File: config.mk
export PLATFORM = sky130hd
export DESIGN_NAME = seg_scan_decoder
export DESIGN_NICKNAME = d
export VERILOG_FILES = /design/src/rtl/seg_scan_decoder.sv
export SDC_FILE = /design/constraint.sdc
export NUM_CORES = 1
export LEC_CHECK = 0
export BUFFER_PORTS_ARGS = -buffer_cell sky130_fd_sc_hd__buf_2
export CORE_ASPECT_RATIO = 1.75
export CORE_UTILIZATION = 26
export CTS_CLUSTER_DIAMETER = 200
export DETAILED_ROUTE_END_ITERATION = 6
export GPL_TIMING_DRIVEN = 1
export PLACE_DENSITY = 0.45
export SETUP_SLACK_MARGIN = 0.1
export SYNTH_ARGS = -nofsm -noshare
export SYNTH_HDL_FRONTEND = slang
export SYNTH_SLANG_ARGS = --single-unit
File: constraint.sdc
create_clock -name clk -period 2.35 [get_ports clk]
set_input_delay 0.1175 -clock clk [delete_from_list [all_inputs] [get_ports clk]]
set_output_delay 0.1175 -clock clk [all_outputs]
set_load 0.05 [all_outputs]
File: src/rtl/seg_scan_decoder.sv
// seg_scan_decoder: samples the active-low 7-segment scan bus, decodes each settled
// digit dwell back to a 4-bit code and publishes complete 4-digit frames.
// Latency: capture 2+SETTLE_CYCLES cycles after inputs settle; frame published 1 cycle later.
// No backpressure: passive monitor. Optional macro SEG_HEX_DECODE_EN adds A-F decoding.
module seg_scan_decoder #(
  parameter int SETTLE_CYCLES  = 16,
  parameter int TIMEOUT_CYCLES = 2000000,
  parameter int CNT_W          = 21
) (
  input  logic        clk,
  input  logic        rst,
  input  logic [6:0]  cathode,
  input  logic [3:0]  anode,
  output logic [15:0] digits,
  output logic [3:0]  blank,
  output logic [3:0]  seg_err,
  output logic        frame_valid,
  output logic        frame_done
);

  localparam logic [CNT_W-1:0] SETTLE_LAST  = CNT_W'(SETTLE_CYCLES - 1);
  localparam logic [CNT_W-1:0] SETTLE_FULL  = CNT_W'(SETTLE_CYCLES);
  localparam logic [CNT_W-1:0] TIMEOUT_LAST = CNT_W'(TIMEOUT_CYCLES - 1);
  localparam logic [CNT_W-1:0] TIMEOUT_FULL = CNT_W'(TIMEOUT_CYCLES);
  localparam logic [CNT_W-1:0] CNT_ONE      = CNT_W'(1);

  typedef enum logic [1:0] {IDLE, SETTLE, HELD} state_t;

  state_t             state, state_nxt;
  logic [3:0]         an_m, s_an, an_q;
  logic [6:0]         cat_m, s_cat, cat_q;
  logic [CNT_W-1:0]   stable_cnt, stable_nxt;
  logic [CNT_W-1:0]   timeout_cnt;
  logic               dwell_ok, changed, capture, publish, timeout_hit;
  logic [3:0]         slot_oh;
  logic [3:0][3:0]    stg_code;
  logic [3:0]         stg_blank, stg_err, mask;
  logic [3:0]         dec_code;
  logic               dec_blank, dec_err;

  // Two-flop synchronizer plus a one-cycle history used to detect bus changes.
  always_ff @(posedge clk) begin
    if (rst) begin
      an_m  <= 4'hF;
      s_an  <= 4'hF;
      an_q  <= 4'hF;
      cat_m <= 7'h7F;
      s_cat <= 7'h7F;
      cat_q <= 7'h7F;
    end else begin
      an_m  <= anode;
      s_an  <= an_m;
      an_q  <= s_an;
      cat_m <= cathode;
      s_cat <= cat_m;
      cat_q <= s_cat;
    end
  end

  // A dwell is valid only when exactly one digit enable is active.
  always_comb begin
    slot_oh = ~s_an;
    dwell_ok = 1'b0;
    case (slot_oh)
      4'b0001, 4'b0010, 4'b0100, 4'b1000: dwell_ok = 1'b1;
      default:                            dwell_ok = 1'b0;
    endcase
    changed = (s_an != an_q) || (s_cat != cat_q);
  end

  // Pattern decode (gfedcba, active high); blank is a valid "digit off" pattern.
  always_comb begin
    dec_code  = 4'hF;
    dec_err   = 1'b0;
    dec_blank = 1'b0;
    case (~s_cat)
      7'h3F: dec_code = 4'h0;
      7'h06: dec_code = 4'h1;
      7'h5B: dec_code = 4'h2;
      7'h4F: dec_code = 4'h3;
      7'h66: dec_code = 4'h4;
      7'h6D: dec_code = 4'h5;
      7'h7D: dec_code = 4'h6;
      7'h07: dec_code = 4'h7;
      7'h7F: dec_code = 4'h8;
      7'h6F: dec_code = 4'h9;
`ifdef SEG_HEX_DECODE_EN
      7'h77: dec_code = 4'hA;
      7'h7C: dec_code = 4'hB;
      7'h39: dec_code = 4'hC;
      7'h5E: dec_code = 4'hD;
      7'h79: dec_code = 4'hE;
      7'h71: dec_code = 4'hF;
`endif
      7'h00: begin
        dec_code  = 4'h0;
        dec_blank = 1'b1;
      end
      default: begin
        dec_code = 4'hF;
        dec_err  = 1'b1;
      end
    endcase
  end

  // Dwell FSM state register.
  always_ff @(posedge clk) begin
    if (rst) begin
      state      <= IDLE;
      stable_cnt <= '0;
    end else begin
      state      <= state_nxt;
      stable_cnt <= stable_nxt;
    end
  end

  // Dwell FSM: settle counting, one capture per stable dwell.
  always_comb begin
    state_nxt  = state;
    stable_nxt = stable_cnt;
    capture    = 1'b0;
    case (state)
      IDLE: begin
        if (dwell_ok) begin
          state_nxt  = SETTLE;
          stable_nxt = CNT_ONE;
        end
      end
      SETTLE: begin
        if (!dwell_ok) begin
          state_nxt  = IDLE;
          stable_nxt = '0;
        end else if (changed) begin
          stable_nxt = CNT_ONE;
        end else if (stable_cnt >= SETTLE_LAST) begin
          capture    = 1'b1;
          stable_nxt = SETTLE_FULL;
          state_nxt  = HELD;
        end else begin
          stable_nxt = stable_cnt + CNT_ONE;
        end
      end
      HELD: begin
        if (!dwell_ok) begin
          state_nxt  = IDLE;
          stable_nxt = '0;
        end else if (changed) begin
          state_nxt  = SETTLE;
          stable_nxt = CNT_ONE;
        end
      end
      default: begin
        state_nxt  = IDLE;
        stable_nxt = '0;
      end
    endcase
  end

  // Mask full is registered, so publication happens the cycle after the last capture.
  always_comb begin
    publish     = (mask == 4'hF);
    timeout_hit = !capture && (timeout_cnt >= TIMEOUT_LAST);
  end

  // Staging, frame publication and capture timeout.
  always_ff @(posedge clk) begin
    if (rst) begin
      stg_code    <= '0;
      stg_blank   <= '0;
      stg_err     <= '0;
      mask        <= '0;
      timeout_cnt <= '0;
      digits      <= '0;
      blank       <= '0;
      seg_err     <= '0;
      frame_valid <= 1'b0;
      frame_done  <= 1'b0;
    end else begin
      frame_done <= publish;

      if (capture) begin
        for (int i = 0; i < 4; i++) begin
          if (slot_oh[i]) begin
            stg_code[i]  <= dec_code;
            stg_blank[i] <= dec_blank;
            stg_err[i]   <= dec_err;
          end
        end
      end

      // A capture in the same cycle as a clear still lands in the fresh mask.
      mask <= ((publish || timeout_hit) ? 4'h0 : mask) | (capture ? slot_oh : 4'h0);

      if (capture) begin
        timeout_cnt <= '0;
      end else if (timeout_cnt < TIMEOUT_FULL) begin
        timeout_cnt <= timeout_cnt + CNT_ONE;
      end

      if (publish) begin
        digits      <= stg_code;
        blank       <= stg_blank;
        seg_err     <= stg_err;
        frame_valid <= 1'b1;
      end else if (timeout_hit) begin
        frame_valid <= 1'b0;
      end
    end
  end

endmodule

==> impl_results.md, run 1 <==
- First-pass GRT wire length: ~20,000 µm
- DRC viols: 0
- Syn Nets: roughly 590
- Routed vias: roughly 4,200
- Final setup violating endpoints: 0
- Grt met1 use: between 10% and 20%
- Count of different cell masters after synthesis: 60
- Maximum vdd ir drop: 403.2 µV
- Synth Area in XOR/XNOR: slightly below 5%
- Slew margin rel.: roughly 60%
- Clock Latency Late Sink: just over 0.4 ns
- Initial core utilization: 26.58%
- Top cell type by total area after synthesis: dfxtp_1
- Worst Path Arrival: 2.45 ns
- Data required, critical path: between 2 and 3 ns
- Syn avg cell area: 9.330 µm²
- Main flop type after synthesis: dfxtp_1
- Worst slew pin tran: slightly below 0.6 ns
- Clock skew: roughly 0.0073 ns
- Wire per inst: ~14 µm
- Share of cells above drive strength 1: 22.83%
- Root Buffer: clkbuf_16
- Fillers: ~2,100
- Setup_tns: 0 ns
- Design area: 6573 µm²
- Ant. Diodes: 0
- Number of synthesized register bits: approximately 130
- Layout area overhead: 21.88%
- Vias in the first global route: about 4,200
- Largest net degree at the start of global routing: between 40 and 50
- Final ANT Viol Nets: 0
- Post-synthesis mux area share: ~4.6%
- CTS clk-pin slew, worst paths: 0.06 ns
- Post-synthesis adder-cell area fraction: 0.4640%
- Core Region: a little over 20,000 µm²
- Status: finished clean
- Max-cap violations: 0
- Max Transition Viols Final: 0
- Crit share post-route: between 80% and 90%
- Layout Nets: around 640
- 1st-iter DRT viols: approximately 180
- Critical Path Source Type: flip-flop
- Post-Syn Area: between 5000 and 6000 µm²
- PD cells: 809.7 nW/µm²
- Crit Path Max Fanout: 9
- CP Capture Type: flip-flop
- Syn Inst Count: roughly 580
- GPL Wtd Cong: about 0.83
- Die area: between 20,000 and 25,000 µm²
- Met3 usage: under 10%
- GRT busiest layer: met2
- Synth Area in Simple Gates: a little over a quarter
- Post-synth EDFFs: 0
- Die width: around 110 µm
- Lkg Pwr: around 2.5 nW
- Met2 Track Usage GR: about 22%
- Top cells by area, synth: dfxtp_1 49%, nor2_1 5.2%, mux2i_1 4.6%
- Yosys warns: 0
- Post-synthesis sequential area ratio: about half
- Die height: between 150 and 200 µm
- Vias per std cell: 4.749
- Pre-Repair DR Iteration Count: 4
- Worst Setup Path Type: reg -> reg
- Routed WL: ~12,000 µm
- Global route total overflow: 0
- FP Rows: 69
- Synth top area share: roughly half
- Post-CTS setup buffer count: 0
- IO Port Bufs: 38
- Detailed placement HPWL: 8387 µm
- Antenna violations before repair: 0
- Max Fclk: 474.3 MHz
- I/O pin count: 39
- H-tree levels: 4
- Fin. Hold Viols: 0
- Worst R2R Setup Slack: 0.24 ns
- Bufs on Longest Clock Path: 2
- Final Critical Period: approximately 2.1 ns
- CTS sink cnt: 131
- Largest family of logic cells by synthesized area: simple AND/OR/NAND/NOR gates
- FFs w/ async S/R, synth: 0%
- DP Area: a little under 6000 µm²
- CTS Buf Count: 17
- Synth Area in Compound Gates: 10.39%
- TritonCTS clock tree: built
- Hold WC Path Type: in -> reg
- Unrepaired setup endpoints after global routing: false
- GRT Util Overall: between 10% and 20%
==> timing repair <==
| item | CTS | global route |
|---|---|---|
| hold buffers | 11 | 0 |
| gates resized for setup | 1 | 8 |
| pin swaps | 0 | 1 |
| endpoints found under the setup margin | 7 | 36 |
| endpoints found under the hold margin | 11 | 0 |
==> metrics by stage <==
step / total power (W) / utilization, % / cells / hold WS (ns) / setup WS, ns
after CTS: 0.005408 / 32.29 / 883 / 0.1937 / 0.1626
after global routing: 0.005510 / 32.40 / 883 / 0.2247 / 0.1072
after detailed placement: 0.002558 / 28.59 / 840 / 0.3020 / 0.1041
after global placement: 0.002551 / 28.59 / 840 / 0.3012 / 0.2204
after floorplan: 0.002497 / - / 578 / 0.2213 / 0.4353
final: 0.005322 / 32.40 / 883 / 0.2060 / 0.2415
==> sequential cells by signal, indices dropped and copies added (netlist names) <==
register / cells
frame_valid: 1
an_q: 4
state: 2
mask: 4
an_m: 4
s_cat: 7
cat_q: 7
stg_blank: 4
seg_err: 4
stg_code: 16
s_an: 4
timeout_cnt: 21
frame_done: 1
stable_cnt: 21
stg_err: 4
cat_m: 7
blank: 4
digits: 16
==> cells in the final DEF, fill, tap and decap left out, drive strengths merged, types with 3 or more instances in the layout <==
cell type and instances:
a31oi 6, o211ai 3, mux2i 25, nor2b 4, and4 7, inv 5
clkinv 6, nand4 15, nor3 15, and3 13, o21ai 7, bufinv 4
nand2 59, buf 53, or2 34, a21o 6, nor4b 3, dlygate4sd3 11
and2 3, nor4 8, a41oi 10, xnor2 6, nand3 11, a21oi 33
clkbuf 19, nor2 74, xor2 24, dfxtp 131, or3 3, nand3b 3
==> report_power, final <==
part | total (W) | internal, W | switching [W]
logic | 0.000240 | 0.0000981 | 0.000142
registers | 0.00228 | 0.00225 | 0.0000312
clock network | 0.00280 | 0.00183 | 0.000969
total | 0.00532 | 0.00418 | 0.00114
==> synth_stat cells, types with 7 or more instances <==
| cell | count |
|---|---|
| nor2_1 | 74 |
| and3_1 | 13 |
| a21oi_1 | 33 |
| a41oi_1 | 10 |
| xor2_1 | 24 |
| o21ai_0 | 7 |
| mux2i_1 | 25 |
| buf_2 | 9 |
| nand4_1 | 14 |
| and4_1 | 7 |
| dfxtp_1 | 131 |
| clkbuf_1 | 19 |
| nand3_1 | 10 |
| or2_2 | 34 |
| nand2_1 | 59 |
| nor3_1 | 11 |
==> layout make-up <==
cell class              count  area [µm²]  area share (%)
clock buffers              19       452.9           6.891
well taps                 248       310.3           4.721
repair buffers             64       425.4           6.472
clock inverters            13       181.4           2.760
multi-input cells         404        2559           38.93
flip-flops and latches    131        2629           40.00
inverters                   4       15.01          0.2284
==> final timing paths <==
path / start / end / cells after the start
max: timeout_cnt[7]$_SDFFE_PP0N_ / timeout_cnt[18]$_SDFFE_PP0N_ / 6
min: rst / stg_code[13]$_SDFFE_PP0P_ / 2
min reg2reg: cat_m[4]$_SDFF_PP1_ / s_cat[4]$_SDFF_PP1_ / 1
max reg2reg: timeout_cnt[7]$_SDFFE_PP0N_ / timeout_cnt[18]$_SDFFE_PP0N_ / 6
==> critical path: stages, from the launching register on <==
cell,delay [ns]
dfxtp_1,0.35
or4_1,0.55
o211ai_1,0.25
a31o_4,0.25
nand2_1,0.11
or3_1,0.38
a21oi_1,0.15
==> per-layer routing <==
metal / share of wire [%] / vias up
met4: 1.5 / 0
met5: 0 / -
li1: - / 2104
met1: 42 / 2019
met3: 2.2 / 12
met2: 54 / 58
==> cells by family after synthesis <==
group	count (synthesis)
buffers and inverters	43
muxes	25
adders and majority gates	2
AOI/OAI and AO/OA	84
and+or+nand+nor	263
DFF	131
xor gates and xnor gates	30
(Power assumes the default switching activity.)
==> run 2, diff against run 1 <==
- PLACE_DENSITY: 0.45 -> 0.4
- SKIP_CTS_REPAIR_TIMING: not set -> 1
==> run 2 against run 1 <==
Against the previous run:
- sequential cell count unchanged
- combinational power hardly changed
- worst hold slack gained 0.046 ns
- core utilization barely moved
- register-to-register slack better by 0.02 ns
- final cell count up 0.23%
- die area unchanged
- clock power decreased by 3%
- highest routed layer unchanged
==> impl_results.md, run 2 (same netlist as run 1, synthesis figures left out) <==
- Hold Path Depth: 2 (unchanged)
- H-tree levels: 4 (unchanged)
- Setup_tns: 0 ns (unchanged)
- GPL Wtd Cong: 0.7691 (-7.5%)
- Non-filler cells, final: 885 (+0.23%)
- Status: finished clean
- Largest net degree at the start of global routing: 50 (+19%)
- DRC viols: 0 (unchanged)
- Die width: 110.9 µm (unchanged)
- GRT busiest layer: met2
- Most common cell after layout, fill and taps aside: dfxtp_1
- I/O pin count: 39 (unchanged)
- Unrepaired setup endpoints after global routing: false
- Fin. Hold Viols: 0 (unchanged)
- Critical Path Source Type: flip-flop
- Layout area overhead: 22.02%
- Layout Nets: 639 (+0.31%)
- Worst Path Arrival: 2.44 ns (about the same)
- CTS Buf Count: 17 (unchanged)
- Core Region: 20,290 µm² (unchanged)
- Routed WL: 12,630 µm (+3.9%)
- Clock Latency Late Sink: 0.41 ns (about the same)
- Max Fclk: 478.1 MHz (+0.82%)
- Wire per inst: 14.27 µm (+3.7%)
- Grt met1 use: 12.33% (+0.037 points)
- GRT Util Overall: 12.52% (+0.87 points)
- CTS sink cnt: 131 (unchanged)
- Maximum vdd ir drop: 384.8 µV (-4.6%)
- Largest delay share family, worst path: simple AND/OR/NAND/NOR gates
- Lkg Pwr: 2.520 nW (+0.38%)
- Final ANT Viol Nets: 0 (unchanged)
- Vias in the first global route: 4,174 (unchanged)
- Die height: 192.5 µm (unchanged)
- FP Rows: 69 (unchanged)
- Share of cells above drive strength 1: 22.76% (-0.072 points)
- First-pass GRT wire length: 20,890 µm (+4.9%)
- Data required, critical path: 2.70 ns (about the same)
- Detailed placement HPWL: 8788 µm (+4.8%)
- Worst path buffer plus inverter count: 0 (unchanged)
- Fillers: 2,110 (+1.5%)
- Ant. Diodes: 0 (unchanged)
- Pre-Repair DR Iteration Count: 4 (unchanged)
- Worst slew pin tran: 0.7253 ns (+0.1299 ns)
- TritonCTS clock tree: built
- Hold WC Path Type: in -> reg
- Final Critical Period: 2.091 ns (-0.01705 ns)
- Antenna violations before repair: 0 (unchanged)
- CTS clk-pin slew, worst paths: 0.06 ns (about the same)
- Slowest cell on crit path: or4_1
- Slew margin rel.: 51.50% (-8.5 points)
- Most frequent cells in the layout: 126 x dfxtp_1, 74 x nor2_1, 59 x nand2_1, 38 x buf_2, 34 x or2_2
- CP cell instances: or4_1 -> o211ai_1 -> a31o_4 -> nand2_1 -> or3_1 -> a21oi_1
- 1st-iter DRT viols: 127 (-27%)
- Worst Setup Path Type: reg -> reg
- DP Area: 5828 µm² (+0.47%)
- Clock skew: 0.01120 ns (+0.003881 ns)
- Max Transition Viols Final: 0 (unchanged)
- Crit share post-route: 89.00% (-0.73 points)
- Vias per std cell: 4.704 (-0.94%)
- Worst r2r dst: timeout_cnt[18]$_SDFFE_PP0N_
- Design area: 6580 µm² (+0.11%)
- Reg2Reg Depth: 6 (unchanged)
- Root Buffer: clkbuf_16
- Met3 usage: 2.827% (+0.60 points)
- Bufs on Longest Clock Path: 2 (unchanged)
- Initial core utilization: 26.58% (unchanged)
- Slowest stage delay, CP: 0.55 ns (about the same)
- Worst R2R Setup Slack: 0.26 ns (+0.02 ns)
- HP Start: rst
- CP Capture Type: flip-flop
- Final setup violating endpoints: 0 (unchanged)
- Die area: 21,340 µm² (unchanged)
- Global route total overflow: 0 (unchanged)
- # placed instances: 842 (+0.24%)
- WHS Endpoint: stable_cnt[4]$_SDFFE_PP0P_
- Met2 Track Usage GR: 24.32% (+2.3 points)
- Max-cap violations: 0 (unchanged)
- IO Port Bufs: 38 (unchanged)
- FF-to-FF Start: timeout_cnt[7]$_SDFFE_PP0N_
- Biggest regs: stable_cnt x21, timeout_cnt x21
- Layout Utilization: 32.43% (+0.037 points)
- Crit Path Max Fanout: 14 (+5)
- Routed vias: 4,163 (-0.72%)
- PD cells: 797.6 nW/µm² (-1.5%)
==> run 2: cell types whose count changed in the layout (fill, tap and decap cells not counted), sizes merged <==
| cell | previous run | this run |
|---|---|---|
| bufinv | 4 | 3 |
| clkinvlp | 2 | 1 |
| clkbuf | 19 | 23 |
| inv | 5 | 4 |
| clkinv | 6 | 5 |
| buf | 53 | 55 |
==> run 2: cell type report <==
cell class,count,area [µm²],share of cell area (%)
Clock buffer,23,488.0,7.416
Clock inverter,9,126.4,1.921
Inverter,4,15.01,0.2282
Multi-Input combinational cell,404,2559,38.89
Sequential cell,131,2629,39.95
Tap cell,248,310.3,4.716
Timing Repair Buffer,66,452.9,6.883
==> run 2: per-stage QoR <==
| stage | hold WS (ns) | power [W] | setup slack, ns |
|---|---|---|---|
| 2_1_floorplan | 0.2213 | 0.002497 | 0.4353 |
| 3_3_place_gp | 0.2993 | 0.002556 | 0.2095 |
| 3_5_place_dp | 0.3022 | 0.002562 | 0.1370 |
| 4_1_cts | -0.1373 | 0.005320 | 0.1048 |
| 5_1_grt | 0.3152 | 0.005461 | 0.1287 |
| 6_report | 0.2520 | 0.005248 | 0.2585 |
==> run 2: worst max path at each step <==
| stage | from | end | slack [ns] | cells after the start |
|---|---|---|---|---|
| detailed placement | s_cat[6]$_SDFF_PP1_ | stg_code[3]$_SDFFE_PP0P_ | 0.14 | 6 |
| finish | timeout_cnt[7]$_SDFFE_PP0N_ | timeout_cnt[18]$_SDFFE_PP0N_ | 0.26 | 6 |
| CTS | s_cat[6]$_SDFF_PP1_ | stg_code[10]$_SDFFE_PP0P_ | 0.10 | 6 |
| floorplan | s_cat[4]$_SDFF_PP1_ | stg_code[8]$_SDFFE_PP0P_ | 0.44 | 8 |
| global route | timeout_cnt[7]$_SDFFE_PP0N_ | timeout_cnt[18]$_SDFFE_PP0N_ | 0.13 | 6 |
| global placement | timeout_cnt[7]$_SDFFE_PP0N_ | mask[3]$_SDFF_PP0_ | 0.21 | 6 |
==> run 2: where the power goes <==
group / internal [W] / total [W] / switching, W
registers: 0.00225 / 0.00228 / 0.0000307
clock network: 0.00178 / 0.00272 / 0.000947
logic: 0.0000988 / 0.000241 / 0.000142
==> run 2: layer usage <==
layer | vias to the layer above | routed length [µm]
met5 | - | 0
met1 | 1974 | 4921
li1 | 2102 | -
met4 | 0 | 327
met3 | 20 | 299
met2 | 67 | 7085
